## src/rtl/sbox_bram_scheduler.sv

```systemverilog
// sbox_bram_scheduler: streams one 128-bit masked share through a shared
// dual-port masked S-box BRAM. Two bytes are looked up per cycle (even byte
// on port A, odd byte on port B). The results are collected, and the whole
// block is presented once it is complete.
module sbox_bram_scheduler #(
    parameter int NB     = 16,
    parameter int SEL_W  = 2,
    parameter int RD_LAT = 2
) (
    input  logic                  clk,
    input  logic                  rst,
    input  logic                  in_valid,
    output logic                  in_ready,
    input  logic [8*NB-1:0]       in_state,
    input  logic [SEL_W*NB-1:0]   in_sel,
    input  logic                  flush,
    output logic                  bram_en,
    output logic                  bram_rst,
    output logic [SEL_W+7:0]      bram_addra,
    output logic [SEL_W+7:0]      bram_addrb,
    input  logic [7:0]            bram_doa,
    input  logic [7:0]            bram_dob,
    output logic                  out_valid,
    input  logic                  out_ready,
    output logic [8*NB-1:0]       out_state,
    output logic                  busy
);

    localparam int NI  = NB / 2;
    localparam int K_W = (NI > 1) ? $clog2(NI) : 1;
    localparam int D_W = $clog2(RD_LAT + 1);

    localparam logic [1:0] S_IDLE  = 2'd0;
    localparam logic [1:0] S_ISSUE = 2'd1;
    localparam logic [1:0] S_DRAIN = 2'd2;
    localparam logic [1:0] S_DONE  = 2'd3;

    logic [1:0]            state;
    logic [K_W-1:0]        k;
    logic [K_W-1:0]        k_nxt;
    logic [D_W-1:0]        dcnt;
    logic                  rst_seen;
    logic                  accept;
    logic                  last_issue;
    logic [8*NB-1:0]       lat_state;
    logic [SEL_W*NB-1:0]   lat_sel;
    logic [8*NB-1:0]       res;
    logic [8*NB-1:0]       res_next;
    logic [SEL_W+7:0]      nxt_a;
    logic [SEL_W+7:0]      nxt_b;
    logic [RD_LAT-1:0]     pv;
    logic [K_W-1:0]        pidx [RD_LAT];

    assign in_ready   = rst && (state == S_IDLE) && !bram_rst && !flush;
    assign accept     = in_valid && in_ready;
    assign busy       = (state != S_IDLE);
    assign last_issue = (k == K_W'(NI - 1));
    assign k_nxt      = k + 1'b1;

    // Addresses for the byte pair of the next issue cycle, taken from the latched block
    always_comb begin
        nxt_a = {lat_sel[2*SEL_W*int'(k_nxt) +: SEL_W],         lat_state[16*int'(k_nxt) +: 8]};
        nxt_b = {lat_sel[2*SEL_W*int'(k_nxt) + SEL_W +: SEL_W], lat_state[16*int'(k_nxt) + 8 +: 8]};
    end

    // Merge the BRAM data whose lookup reaches the end of the read pipe this cycle
    always_comb begin
        // NOTE: a default on entry to every combinational block keeps partial assignments from inferring latches.
        res_next = res;
        if (bram_en && pv[RD_LAT-1]) begin
            res_next[16*int'(pidx[RD_LAT-1]) +: 8]     = bram_doa;
            res_next[16*int'(pidx[RD_LAT-1]) + 8 +: 8] = bram_dob;
        end
    end

    // BRAM reset: held through reset and one cycle past release, pulsed the cycle after a flush
    always_ff @(posedge clk or negedge rst) begin
        if (!rst) begin
            rst_seen <= 1'b0;
            bram_rst <= 1'b1;
        end else begin
            rst_seen <= 1'b1;
            bram_rst <= flush | ~rst_seen;
        end
    end

    // Control FSM: accept, issue address pairs, drain the read latency, present result
    always_ff @(posedge clk or negedge rst) begin
        // NOTE: every register here uses non-blocking assignment so all updates see pre-edge values.
        if (!rst) begin
            state      <= S_IDLE;
            k          <= '0;
            dcnt       <= '0;
            bram_en    <= 1'b0;
            bram_addra <= '0;
            bram_addrb <= '0;
            out_valid  <= 1'b0;
            out_state  <= '0;
        end else if (flush) begin
            state     <= S_IDLE;
            k         <= '0;
            dcnt      <= '0;
            bram_en   <= 1'b0;
            out_valid <= 1'b0;
        end else begin
            case (state)
                S_IDLE: begin
                    if (accept) begin
                        state      <= S_ISSUE;
                        k          <= '0;
                        bram_en    <= 1'b1;
                        bram_addra <= {in_sel[SEL_W-1:0],       in_state[7:0]};
                        bram_addrb <= {in_sel[2*SEL_W-1:SEL_W], in_state[15:8]};
                    end
                end
                S_ISSUE: begin
                    if (last_issue) begin
                        state <= S_DRAIN;
                        dcnt  <= '0;
                    end else begin
                        k          <= k_nxt;
                        bram_addra <= nxt_a;
                        bram_addrb <= nxt_b;
                    end
                end
                S_DRAIN: begin
                    if (dcnt == D_W'(RD_LAT - 1)) begin
                        state     <= S_DONE;
                        bram_en   <= 1'b0;
                        out_valid <= 1'b1;
                        out_state <= res_next;
                    end else begin
                        dcnt <= dcnt + 1'b1;
                    end
                end
                S_DONE: begin
                    if (out_ready) begin
                        state     <= S_IDLE;
                        out_valid <= 1'b0;
                    end
                end
                default: state <= S_IDLE;
            endcase
        end
    end

    // Capture-valid pipe: advances only on enabled BRAM cycles, cleared by flush
    always_ff @(posedge clk or negedge rst) begin
        if (!rst) begin
            pv <= '0;
        end else if (flush) begin
            pv <= '0;
        end else if (bram_en) begin
            pv[0] <= (state == S_ISSUE);
            for (int i = 1; i < RD_LAT; i++) begin
                pv[i] <= pv[i-1];
            end
        end
    end

    // Datapath storage: latched block, capture indices, partial result
    always_ff @(posedge clk) begin
        // NOTE: pure data registers skip reset; they are always written before their contents are used.
        if (accept) begin
            lat_state <= in_state;
            lat_sel   <= in_sel;
        end
        if (bram_en) begin
            pidx[0] <= k;
            for (int i = 1; i < RD_LAT; i++) begin
                pidx[i] <= pidx[i-1];
            end
        end
        res <= res_next;
    end

endmodule
```

## config.mk

```make
export PLATFORM = sky130hd
export DESIGN_NAME = sbox_bram_scheduler
export DESIGN_NICKNAME = d
export VERILOG_FILES = /design/src/rtl/sbox_bram_scheduler.sv
export SDC_FILE = /design/constraint.sdc
export NUM_CORES = 1
export LEC_CHECK = 0
export ABC_AREA = 0
export CAP_MARGIN = 20
export CORE_MARGIN = 2
export CORE_UTILIZATION = 34
export CTS_CLUSTER_SIZE = 30
export DETAILED_ROUTE_END_ITERATION = 10
export PLACE_DENSITY_LB_ADDON = 0.1
export SLEW_MARGIN = 30
export SYNTH_ARGS = -nofsm -noshare
export SYNTH_HDL_FRONTEND = slang
export SYNTH_SLANG_ARGS = --single-unit
```

## constraint.sdc

```tcl
create_clock -name clk -period 11.39 [get_ports clk]
set_clock_uncertainty 0.05 [all_clocks]
set_input_delay 1.139 -clock clk [delete_from_list [all_inputs] [get_ports clk]]
set_output_delay 1.139 -clock clk [all_outputs]
set_load 0.05 [all_outputs]
```

## Word-level counts from Yosys, hierarchy flattened

Memories as Yosys holds them, arrays and structs flattened.
Index checks and enable logic that the tools add are counted.

- Add/sub/neg operators: 7
- Equal/unequal tests: 13
- Shift-type cells: 8
- Muxes and demuxes: 35
- Bitwise gates (word level): 3
- Reduce and logical (&&, ||, !) cells: 22

Operator list:

| cell | number |
|---|---|
| $bwmux W128 | 2 |
| $shift A8 B33 Y128 const A | 2 |
| $shiftx A8 B33 Y128 | 2 |
| $mux W128 | 1 |
| $shiftx A128 B8 Y8 | 1 |
| $shiftx A128 B9 Y8 | 1 |
| $mux W10 | 4 |
| $pmux W10 S2 | 2 |
| $neg A7 Y33 | 1 |
| $neg A8 Y33 | 1 |
| $shiftx A32 B6 Y2 | 1 |
| $shiftx A32 B7 Y2 | 1 |
| $mux W2 | 10 |
| $ne A3 B3 Y1 const B | 6 |
| $add A7 B4 Y8 const B | 2 |
| $reduce_and A3 Y1 | 5 |
| $reduce_bool A3 Y1 | 4 |
| $mux W3 | 3 |
| $mux W1 | 8 |
| $pmux W2 S4 | 1 |
| $reduce_and A4 Y1 | 2 |
| $add A5 B2 Y6 const B | 1 |
| $pmux W3 S2 | 1 |
| $reduce_bool A2 Y1 | 3 |
| other kinds (13) | 23 |

- Register bits: 449
- Bits in writable memories: 6
- Bits of input ports: 181
- Output and inout bits: 153
- Word-level logic and storage cells: 103
- Memories kept: 1

Memory list:

| memory | words | width | rd ports | clocked after Yosys merged registers in | write ports | line | text |
|---|---|---|---|---|---|---|---|
| pidx | 2 | 3 | 2 | 0 | 2 | 52 | `logic [K_W-1:0] pidx [RD_LAT];` |

## Depth between registers and ports, before layout

Gate-level depths: netlist of run 1.

- Depth in word-level cells: 8
- Mapped depth: 10
- Gate-level depth less buffers: 7

## Worst setup path before layout of run 1

Ideal clock, no wire load.

- Path kind: input-to-reg
- Start: input port flush
- End: register lat_sel[0] (enable)
- Setup time: 0.684 ns
- Arrival: 8.098 ns
- Data required time: 10.656 ns
- Path slack: 2.558 ns
- Cell stages on the path: 2
- Buffers on the path: 0
- Cell sequence: nand4bb_1 > nor2_1

- Cells in the longest elaborated chain, start to end: 3

RTL lines:

| item | line | text |
|---|---|---|
| from (decl) | 16 | `input logic flush,` |
| $logic_not A1 Y1 | 54 | `assign in_ready = rst && (state == S_IDLE) && !bram_rst && !flush;` |
| $logic_and A1 B1 Y1 | 54 |  |
| $logic_and A1 B1 Y1 | 55 | `assign accept = in_valid && in_ready;` |
| via accept | 43 | `logic accept;` |
| to (signal assigned) | 166 | `lat_sel <= in_sel;` |
| to (decl) | 46 | `logic [SEL_W*NB-1:0] lat_sel;` |

The timed path passes the listed nets, and every way through them passes these cells.
A chain may end at the register's enable or synchronous reset.

## Worst setup path after layout of run 1

- Start: input port flush
- End: output port in_ready

- Cells in the longest elaborated chain, start to end: 2

RTL lines:

| item | line | text |
|---|---|---|
| $logic_not A1 Y1 | 54 |  |
| $logic_and A1 B1 Y1 | 54 |  |
| to (decl) | 13 | `output logic in_ready,` |

Every way passes these cells.

==> impl_metrics.csv, run 1 <==
group,metric,value,unit
route,wl_per_cell,19.7,um
sta,tightest_slew,0.910,ns
layout,area.sequential,0.0116,mm2
critical_path,arrival,3.16,ns
route,drt-total-wl,46.0,mm
route,route.detailed.drc,0,
die,initial_core_util,0.345,
power,p_int,2.96,mW
critical_path,crit_fanout,15,
layout,n_fill_cell,4781,
synth,synth_cell_type_count,53,
route,dr.first_iter.drc_count,633,
critical_path,cp-end-kind,"output pin",
placement,routabilityCongestion,0.747,
critical_path,critPathMaxStageDelay,0.91,ns
layout,drive_gt1_frac,0.180,
cts,clock_path_buffers,3,
critical_path,slowest_stage,"clkdlybuf4s50_1",
sta,finalHoldViolCount,0,
route,drt_pass1_iterations,5,
synth,synth-async-reset-ratio,0.354,
sta,finalSetupTns,0,ns
synth,ys_warn_count,0,
layout,fin_nets,1801,
critical_path,worstReg2RegEnd,"out_state[66]",
cts,ctsResizeCount,0,
die,core,0.0515,mm2
critical_path,crit_type,"in2out",
synth,synth_top_area_frac,0.280,
global_routing,grt_max_degree,92,
die,row_count,83,
power,fin_total_pwr,4.07,mW
power,vdd_drop_max,99.8,uV
synth,synth_top_cell_by_area,"edfxtp_1",
sta,slew_viol_final,0,
run_status,status,"complete, no violations",
critical_path,cpMostUsedCell,"clkdlybuf4s50_1",
critical_path,cp_data_required_time,10.20,ns
sta,slew_headroom,0.393,
route,wl_met2,21.5,mm
route,wl_met1,20.2,mm
power,p_per_area,173,mW/mm2
cts,insertion_delay,0.60,ns
power,p_switching,1.11,mW
power,power.share.clock,0.399,
sta,finalSetupViolations,0,
cts,cts_htree_levels,2,
power,leakage,9.17,nW
flow_run,cap_violations,0,
synth,synthFlopType,"edfxtp_1",
placement,portBuffers,333,
critical_path,r2r_cells,7,
cts,cts_tree,"built",
route,routed.top_layer,"met5",
route,wl_met3,3.23,mm
cts,numCtsBuffers,51,
global_routing,overflow,0,
cts,holdBufCountCts,0,
critical_path,crit_chain,"clkdlybuf4s50_1 -> nor4b_1 -> clkdlybuf4s50_1",
synth,synth-edff-count,166,
critical_path,reg2reg_slack,7.84,ns
cts,cts_root_buf,"clkbuf_16",
sta,max_freq,230,MHz
synth,synthCells,1288,
sta,period_share,0.382,
synth,netlist_area,0.0178,mm2
hold_path,hp-class,"reg2reg",
sta,period_needed,4.35,ns
sta,rsz0062_at_grt,"false",
power,power.share.switching,0.272,
cts,cts.sinks,455,
route,vias,11496,
global_routing,grt_pass1_wl,70.6,mm
critical_path,worstReg2RegStart,"pidx[0][3]",
global_routing,track_usage,0.170,
synth,ys_seq_elements,455,
power,power_frac_comb,0.154,
synth,syn_nets,1483,
global_routing,grt_pass1_vias,11930,
route,via_per_inst,4.93,
cts,cts_setup_buffers,0,
synth,synth.top_cells.by_area,"edfxtp_1, dfrtp_1, dfxtp_1",
layout,syn_to_final_growth,31.9,%
die,dieArea,0.0542,mm2
power,pwr-share-seq,0.446,
synth,avgSynthCellArea,13.8,um2
synth,yosysSeqAreaShare,0.651,
hold_path,holdPathStages,1,
global_routing,antenna_found_initial,5,
layout,multi_input_area,0.00586,mm2
placement,dp_hpwl,30.8,mm
die,pin_count,334,
cts,clkSlewWorstSetupHoldPaths,0.05,ns
hold_path,hp-start,"rst_seen",
die,die_y,233,um
critical_path,critPathLaunchType,"primary input",
die,die_w,233,um
route,ant_nets,0,
hold_path,hold_path_end,"bram_rst",
-- flip-flops by register name, indices dropped and copies added (netlist names) --
name and flops:
out_valid 1, k 3, lat_sel 32, pidx 6, bram_en 1, dcnt 2
state 2, bram_addra 10, res 128, lat_state 128, pv 2, out_state 128
bram_rst 1, bram_addrb 10, rst_seen 1
-- metrics by stage --
step / utilization / cells / setup slack [ns] / hold WS, ns / cell area [um2]
after floorplan: - / 1288 / 2.56 / 0.306 / 17800
after global placement: 0.422 / 2232 / 6.47 / 0.315 / 21800
after detailed placement: 0.422 / 2232 / 6.65 / 0.322 / 21800
after CTS: 0.455 / 2328 / 7.00 / 0.341 / 23400
after global routing: 0.455 / 2329 / 6.89 / 0.355 / 23500
final: 0.455 / 2331 / 7.04 / 0.334 / 23500
-- logic make-up (layout without fill, tap and decap cells) --
family | after synthesis | after routing | synth area share
multiplexers | 207 | 207 | 0.155
buffers and inverters | 91 | 452 | 0.0217
AO/OA/AOI/OAI | 266 | 266 | 0.0971
flip-flops | 455 | 455 | 0.651
other | 1 | 3 | 0.000211
AND/OR/NAND/NOR | 251 | 251 | 0.0635
XOR/XNOR | 3 | 3 | 0.00190
adder cells (fa/ha/maj) | 14 | 14 | 0.00985
-- how the worst max path moves through the flow --
| stage | startpoint | endpoint | slack (ns) |
|---|---|---|---|
| 6_report | flush | in_ready | 7.04 |
| 3_3_place_gp | flush | lat_state[109] | 6.47 |
| 3_5_place_dp | flush | lat_state[125] | 6.65 |
| 2_1_floorplan | flush | lat_sel[0] | 2.56 |
| 4_1_cts | flush | in_ready | 7.00 |
| 5_1_grt | flush | in_ready | 6.89 |
-- routing by layer --
| metal | up-vias | global-route usage |
|---|---|---|
| met5 | - | 0 |
| met4 | 8 | 0.0428 |
| met3 | 72 | 0.0513 |
| met2 | 325 | 0.269 |
| met1 | 5682 | 0.228 |
| li1 | 5409 | - |
-- final cells by class --
| type | count | share of cell area |
|---|---|---|
| antenna | 2 | 0.000213 |
| sequential | 455 | 0.494 |
| tap | 680 | 0.0363 |
| clock buffer | 68 | 0.0602 |
| multi-input combinational | 742 | 0.250 |
| timing repair buffer | 346 | 0.147 |
| inverter | 10 | 0.00160 |
| clock inverter | 28 | 0.0108 |
-- worst max-delay path, delay by kind of cell --
| family | cells | cell delay, ns |
|---|---|---|
| buffers and inverters | 2 | 1.62 |
| and+or+nand+nor | 1 | 0.40 |
-- power groups by stage --
stage / clock network, mW / registers, mW / logic (mW)
finish: 1.62 / 1.81 / 0.628
global route: 1.75 / 1.82 / 0.672
global placement: 0 / 1.85 / 0.631
detailed placement: 0 / 1.85 / 0.630
CTS: 1.68 / 1.82 / 0.633
floorplan: 0 / 2.00 / 0.210
-- layout by cell type (no fill, tap or decap), drive strengths merged, types with 2 or more instances in the layout --
cell           netlist  final
clkdlybuf4s50        0    332
nand3               12     12
o21ai              115    115
a211oi              20     20
ha                  14     14
a21oi               51     51
nor2                95     95
a221o               48     48
and2                 2      2
a22o                 2      2
a22oi                2      2
bufinv               0      4
mux4                40     40
dfrtp              160    160
clkinv               0     22
dfxtp              128    128
nor3                 4      4
buf                 36     14
mux2               142    142
clkbuf              45     68
diode                0      2
a21o                20     20
nor2b                7      7
xnor2                3      3
mux2i               25     25
a31oi                2      2
inv                 10     12
edfxtp             166    166
nand2b              15     15
nand2              102    102
nand4                2      2
and3                 3      3
-- cells in the mapped netlist (all sizes together), types with 15 or more instances --
| cell | number |
|---|---|
| mux2i | 25 |
| a221o | 48 |
| a211oi | 20 |
| nand2b | 15 |
| a21oi | 51 |
| nand2 | 102 |
| mux2 | 142 |
| clkbuf | 45 |
| dfrtp | 160 |
| mux4 | 40 |
| a21o | 20 |
| o21ai | 115 |
| nor2 | 95 |
| dfxtp | 128 |
| edfxtp | 166 |
| buf | 36 |
(Power assumes the default switching activity.)
==> run 2, diff against run 1 <==
clock period = 3.65 ns   (was 11.39 ns; I/O delays follow)
==> run 2 against run 1 <==
  * Count of clock-buffer cells in the layout unchanged
  * Worst setup slack lost 6.3 ns
  * Hold slack lost 0.044 ns
  * Via count grew 0.75%
  * Final area increased by 0.28%
  * Die area stayed put
  * Clock power rose to 3.0 times the previous value
  * Sequential share of layout area fell by 0.15 points
  * Sequential cell count unchanged
  * Critical path type is now reg2out
  * Critical endpoint unchanged
  * Highest routed layer unchanged
==> impl_metrics.csv, run 2 (synthesis results as in run 1) <==
group,metric,value,unit
critical_path,reg2reg_slack,0.80,ns
hold_path,hold_path_end,"lat_sel[16]",
sta,finalSetupViolations,0,
sta,slew_headroom,0.467,
cts,cts_setup_buffers,0,
die,die_y,233,um
route,drt-total-wl,47.7,mm
flow_run,cap_violations,0,
cts,cts_htree_levels,2,
layout,final_cell_mix,"clkdlybuf4s50_1, edfxtp_1, dfrtp_1, mux2_2, dfxtp_1",
route,dr.first_iter.drc_count,708,
layout,fin_nets,1819,
route,wl_per_cell,20.3,um
placement,dp_hpwl,32.6,mm
layout,largest_registers,"lat_state x128, out_state x128, res x128",
sta,tightest_slew,0.795,ns
sta,finalSetupTns,0,ns
global_routing,grt_pass1_vias,12179,
power,leakage,9.18,nW
route,route.detailed.drc,0,
critical_path,critPathLaunch,"state[0]",
critical_path,arrival,2.54,ns
cts,ctsResizeCount,0,
critical_path,cp_data_required_time,3.23,ns
layout,postLayoutCoreUtil,0.457,
die,dieArea,0.0542,mm2
global_routing,track_usage,0.177,
power,p_per_area,529,mW/mm2
die,row_count,83,
global_routing,grt_pass1_wl,72.9,mm
layout,layout_commonest_cell,"clkdlybuf4s50_1",
sta,period_needed,2.95,ns
global_routing,grt_max_degree,137,
run_status,status,"complete, no violations",
critical_path,worstReg2RegEnd,"out_state[64]",
die,pin_count,334,
cts,holdBufCountCts,1,
route,drt_pass1_iterations,4,
cts,clkSlewWorstSetupHoldPaths,0.06,ns
critical_path,r2r_cells,6,
power,vdd_drop_max,370,uV
cts,cts_root_buf,"clkbuf_16",
placement,routabilityCongestion,0.771,
sta,finalHoldViolCount,0,
global_routing,overflow,0,
power,fin_total_pwr,12.5,mW
die,die_w,233,um
hold_path,hp-start,"in_sel[16]",
hold_path,holdPathStages,1,
global_routing,antenna_found_initial,12,
die,initial_core_util,0.345,
placement,placement.cell_area,0.0220,mm2
sta,slew_viol_final,0,
cts,insertion_delay,0.58,ns
placement,portBuffers,333,
cts,cts.sinks,455,
layout,final_area,0.0235,mm2
placement,pre_cts_ws,0.774,ns
sta,max_freq,339,MHz
critical_path,crit_type,"reg2out",
critical_path,worstReg2RegStart,"pidx[0][5]",
hold_path,hp-class,"in2reg",
sta,hold_slack,0.290,ns
cts,clock_path_buffers,3,
layout,fin_cells,2347,
sta,layout_setup_ws,0.700,ns
layout,drive_gt1_frac,0.188,
placement,placed_cells,2250,
route,via_per_inst,4.93,
cts,cts_tree,"built",
die,core,0.0515,mm2
route,ant_nets,0,
layout,syn_to_final_growth,32.2,%
critical_path,cp-end-kind,"output pin",
sta,period_share,0.808,
critical_path,critPathLaunchType,"register",
cts,numCtsBuffers,51,
sta,rsz0062_at_grt,"false",
critical_path,crit_fanout,5,
route,vias,11582,
run 2: changes by cell type in the layout (fill, tap and decap cells not counted), moves of 2 or more:
cell        change
bufinv_16       -3
buf_4          +14
inv_1           -3
inv_2           +2
clkinvlp_4      +4
buf_12          +3
diode_2         +2
clkinv_2        -3
clkbuf_1        +2
run 2: final cells by class:
| type | count | area, um2 |
|---|---|---|
| fill | 4709 | 28000 |
| antenna | 4 | 10.0 |
| timing repair buffer | 364 | 3630 |
| clock inverter | 24 | 158 |
| multi-input combinational | 742 | 5870 |
| inverter | 10 | 41.3 |
| tap | 680 | 851 |
| clock buffer | 68 | 1380 |
| sequential | 455 | 11600 |
run 2: worst max-delay path by stage:
stage	end	depth (start not counted)	slack, ns
finish	in_ready	5	0.70
global route	in_ready	5	0.54
CTS	in_ready	5	0.62
detailed placement	out_state[64]	6	0.77
global placement	out_state[69]	6	0.85
floorplan	lat_sel[0]	4	-0.20
run 2: metal layers:
layer,up-vias,global-route usage,share of wire
met5,-,0,0.0026
met4,18,0.0486,0.020
met3,79,0.0542,0.073
met2,317,0.286,0.48
met1,5729,0.229,0.43
li1,5439,-,-
run 2: power by group:
group | total (mW) | leakage [nW] | internal [mW] | switching, mW
sequential | 5.63 | 4.75 | 5.50 | 0.131
clock | 4.78 | 0.754 | 2.73 | 2.06
combinational | 2.03 | 3.68 | 0.764 | 1.27
total | 12.5 | 9.18 | 8.99 | 3.46
run 2: worst max-delay path, cell delays in order, from the launching register on:
cell and delay (ns):
dfrtp_1 0.43, inv_2 0.10, ha_4 0.17, clkinvlp_4 0.14, nor4b_1 0.26, clkdlybuf4s50_1 0.86
